--- src/rtl/conv_shift_register_if.sv ---
// conv_shift_register bus: serial word in, serial word out
// and every stage exposed as a flat parallel tap bus.
interface conv_shift_register_if #(
  parameter int SIZE       = 5,
  parameter int DATA_WIDTH = 16
);
  logic [DATA_WIDTH-1:0]      shift_in;
  logic [DATA_WIDTH-1:0]      shift_out;
  logic [SIZE*DATA_WIDTH-1:0] data_out;

  modport master (
    output shift_in,
    input  shift_out,
    input  data_out
  );

  modport slave (
    input  shift_in,
    output shift_out,
    output data_out
  );
endinterface

--- src/rtl/conv_shift_register.sv ---
// Fixed-depth tap/line buffer for the convolver datapath.
// Shifts one word per clock; stage 0 is the newest word.
module conv_shift_register #(
  parameter int SIZE       = 5,
  parameter int DATA_WIDTH = 16
) (
  input  logic                  clock,
  input  logic                  r_reset,
  conv_shift_register_if.slave  bus
);

  logic [DATA_WIDTH-1:0] stage_q [SIZE];
  logic [DATA_WIDTH-1:0] stage_d [SIZE];

  // next state: new word into stage 0, every other stage moves one deeper
  always_comb begin
    for (int k = 0; k < SIZE; k++) begin
      stage_d[k] = '0;
    end
    stage_d[0] = bus.shift_in;
    for (int k = 1; k < SIZE; k++) begin
      stage_d[k] = stage_q[k-1];
    end
  end

  // stage registers, cleared immediately when r_reset drops
  always_ff @(posedge clock or negedge r_reset) begin
    if (!r_reset) begin
      for (int k = 0; k < SIZE; k++) begin
        stage_q[k] <= '0;
      end
    end else begin
      for (int k = 0; k < SIZE; k++) begin
        stage_q[k] <= stage_d[k];
      end
    end
  end

  for (genvar g = 0; g < SIZE; g++) begin : g_tap
    assign bus.data_out[g*DATA_WIDTH +: DATA_WIDTH] = stage_q[g];
  end

  assign bus.shift_out = stage_q[SIZE-1];

endmodule

--- src/flat_wrapper.sv ---
// flat-port wrapper written by rule: the top's interface ports become plain ports
module conv_shift_register_flat 
#(
  parameter int SIZE       = 5,
  parameter int DATA_WIDTH = 16
)
  (clock, r_reset, bus_shift_in, bus_shift_out, bus_data_out);
  conv_shift_register_if #(.SIZE(SIZE), .DATA_WIDTH(DATA_WIDTH)) bus_i ();
  input  logic clock;
  input  logic r_reset;
  input wire logic [$bits(bus_i.shift_in)-1:0] bus_shift_in;
  output wire logic [$bits(bus_i.shift_out)-1:0] bus_shift_out;
  output wire logic [$bits(bus_i.data_out)-1:0] bus_data_out;
  assign bus_i.shift_in = bus_shift_in;
  assign bus_shift_out = bus_i.shift_out;
  assign bus_data_out = bus_i.data_out;
  conv_shift_register #(.SIZE(SIZE), .DATA_WIDTH(DATA_WIDTH)) u_core (.clock(clock), .r_reset(r_reset), .bus(bus_i));
endmodule
--- config.mk ---
export PLATFORM = sky130hd
export DESIGN_NAME = conv_shift_register_flat
export DESIGN_NICKNAME = d
export VERILOG_FILES = /design/src/rtl/conv_shift_register_if.sv /design/src/rtl/conv_shift_register.sv /design/src/flat_wrapper.sv
export SDC_FILE = /design/constraint.sdc
export NUM_CORES = 1
export LEC_CHECK = 0
export ABC_AREA = 1
export BUFFER_PORTS_ARGS = -buffer_cell sky130_fd_sc_hd__buf_2
export CORE_AREA = 5 5 74 76
export DETAILED_ROUTE_END_ITERATION = 8
export DIE_AREA = 0 0 79 81
export GPL_TIMING_DRIVEN = 1
export PLACE_DENSITY = 0.9
export SYNTH_ARGS = -nofsm -noshare
export SYNTH_HDL_FRONTEND = slang
export SYNTH_SLANG_ARGS = --single-unit
--- constraint.sdc ---
create_clock -name clock -period 0.8 [get_ports clock]
set_input_delay 0.04 -clock clock [delete_from_list [all_inputs] [get_ports clock]]
set_output_delay 0.04 -clock clock [all_outputs]
set_load 0.005 [all_outputs]
==> impl_metrics.ini <==
[run_status]
status = finished with violations
violations = setup timing

[pwr]
p_per_area_nw_per_um2 = 2360
peakVddDrop_mv = 1.53
power.switching_uw = 1830
leakage_uw = 0.00165
combPwrFrac_pct = 7.7
power.total_uw = 7540
p_int_uw = 5720
pwr-share-seq_pct = 57.6
pwr-share-clk_pct = 34.7
switching_share_pct = 24.2

[sta]
relSlewSlack_pct = 84.2
clock.fmax_ghz = 1.07
hold_violations = 0
period_needed_ns = 0.930
tightest_slew_ns = 0.238
clock_skew_ns = 0.0103
final.period_utilization_pct = 116
finalWorstSetupSlack_ns = -0.130
final-setup-viol-count = 96
slew_viol_final = 0
fin_tns_setup_ns = -9.09
rsz0062_at_grt = yes

[clock_tree]
htree_levels = 3
clk_latency_ns = 0.35
root_buffer = clkbuf_8
cts_tree = done
cts_inserted_buffers = 9
clock-sinks = 80
clk_pin_slew_ns = 0.08
cts_max_path_buffers = 2
post_cts_resized = 0

[die]
initial_utilization_pct = 45.5
core-area_um2 = 4660
die_h_um = 81
ios = 114
dieArea_um2 = 6400
dieWidth_um = 79
rows = 25

[critical_path]
criticalPathCategory = reg -> out
cp_slowest_cell = dfrtp_1
crit_family = flip-flops
worstPathArrival_ns = 0.89
start_kind = flop
path_max_fanout = 2
crit_chain = buf_2
cp-end-kind = output port
critical-path-max-stage-delay_ns = 0.41
cp.required_ns = 0.76
path_buf_inv = 1

[routing]
met1_length_um = 1570
wl_per_cell_um = 15.8
wl_met2_um = 2770
drc = 0
viasPerCell = 4.22
highest_layer = met4
final_antenna_net_count = 0
finalWirelength_um = 4810
vias = 1282
first_pass_iters = 4
route.met3.wl_um = 367
drt_iter0_markers = 32

[logic_synthesis]
seq_area_frac_synth_pct = 94.3
synthTopCellsByArea = dfrtp_1 (94%), buf_4 (5.7%)
syn_nets = 114
syn_avg_cell_area_um2 = 22.1
yosys.area.top_type = dfrtp_1
synth_ff_type = dfrtp_1
synth_edf_count = 0
synthTopCellsByCount = dfrtp_1 (80), buf_4 (16)
synth_seq_cells = 80
ys_warn_count = 0
syn-instance-count = 96
yosysUniqueCellTypes = 2
synth_area_um2 = 2120
synth_top_area_share_pct = 94.3
yosysMostFrequentCell = dfrtp_1
ys_async_sr_fraction_pct = 100

[place]
place_ws_ns = 0.235
portBuffers = 113
globalplace.congestion = 0.639
place_area_um2 = 2680
dp.final_hpwl_um = 3160

[job]
maxCapViolCount = 0

[cells_and_area]
fillCellCount = 314
diodes = 0
finish.utilization_pct = 68.5
seqCellArea_um2 = 2000
layout-drive-gt1-share_pct = 61.2
num-multi-input-gates = 0
multi_input_area_um2 = 0
fin_nets = 263
fin_area_um2 = 3190
area_growth_pct = 50.4

[global_route]
grt_start_max_net_pins = 36
grt_first_pass_wirelength_um = 7400
grt_overflow = 0
grt_pass1_vias = 1415
track_usage_pct = 16.2
antenna_found_initial = 0

[worst_hold_path]
min_path_type = in -> async
[layout make-up]
type | instances | share of cell area, %
sequential | 80 | 62.7
timing repair buffer | 154 | 29.6
clock buffer | 9 | 3.88
tap | 54 | 2.12
clock inverter | 7 | 1.72
[cells by family after synthesis]
| kind of cell | synth area share [%] |
|---|---|
| buffers and inverters | 5.66 |
| DFF | 94.3 |
[worst register-to-register path, delay by kind of cell, from the launching register on]
family | cells | cell delay [ns]
DFF | 1 | 0.40
buffers and inverters | 2 | 0.26
[power by group through the flow]
stage	Combinational, uW	Clock (uW)	Sequential, uW
2_1_floorplan	63.6	0	4440
5_1_grt	640	2880	4380
6_report	582	2620	4350
4_1_cts	562	2660	4350
3_5_place_dp	444	0	4430
3_3_place_gp	439	0	4410
[repair_timing]
action | in CTS | in global routing
buffers inserted | 14 | 8
hold buffers | 17 | 0
endpoints found under the hold margin | 96 | 0
endpoints found under the setup margin | 96 | 96
[path summary, 6_finish.rpt]
kind	start	endpoint	slack, ns	cells after the start
min reg2reg	u_core.bus.data_out[56]	u_core.bus.shift_out[8]	0.37	0
min in group clock	bus_shift_in[0]	u_core.bus.data_out[0]	0.33	2
min	r_reset	u_core.bus.data_out[46]	0.10	2
max reg2reg	u_core.bus.data_out[21]	u_core.bus.data_out[37]	0.04	2
max	u_core.bus.data_out[47]	bus_data_out[47]	-0.13	1
max in group asynchronous	r_reset	u_core.bus.data_out[8]	0.26	3
[flip-flops by register name, summed over array words and instances (netlist names)]
signal and flops:
u_core.bus.data_out 64, u_core.bus.shift_out 16
[layout by cell type (no fill, tap or decap), drive strengths merged]
cell type,netlist,layout
inv,0,2
clkbuf,0,9
dlygate4sd3,0,17
buf,16,137
dfrtp,80,80
clkinvlp,0,5
[stage by stage]
stage	hold slack, ns	instances
6_report	0.102	304
3_3_place_gp	-0.0748	249
3_5_place_dp	-0.0762	249
5_1_grt	0.116	304
2_1_floorplan	-0.256	96
4_1_cts	0.0928	296
[per-layer routing]
| layer | GRT usage, % | up-vias |
|---|---|---|
| li1 | - | 584 |
| met1 | 15.5 | 628 |
| met2 | 30.1 | 62 |
| met3 | 5.65 | 8 |
| met4 | 9.11 | 0 |
| met5 | 0 | - |
No activity file was read; power rests on OpenSTA's default activity.
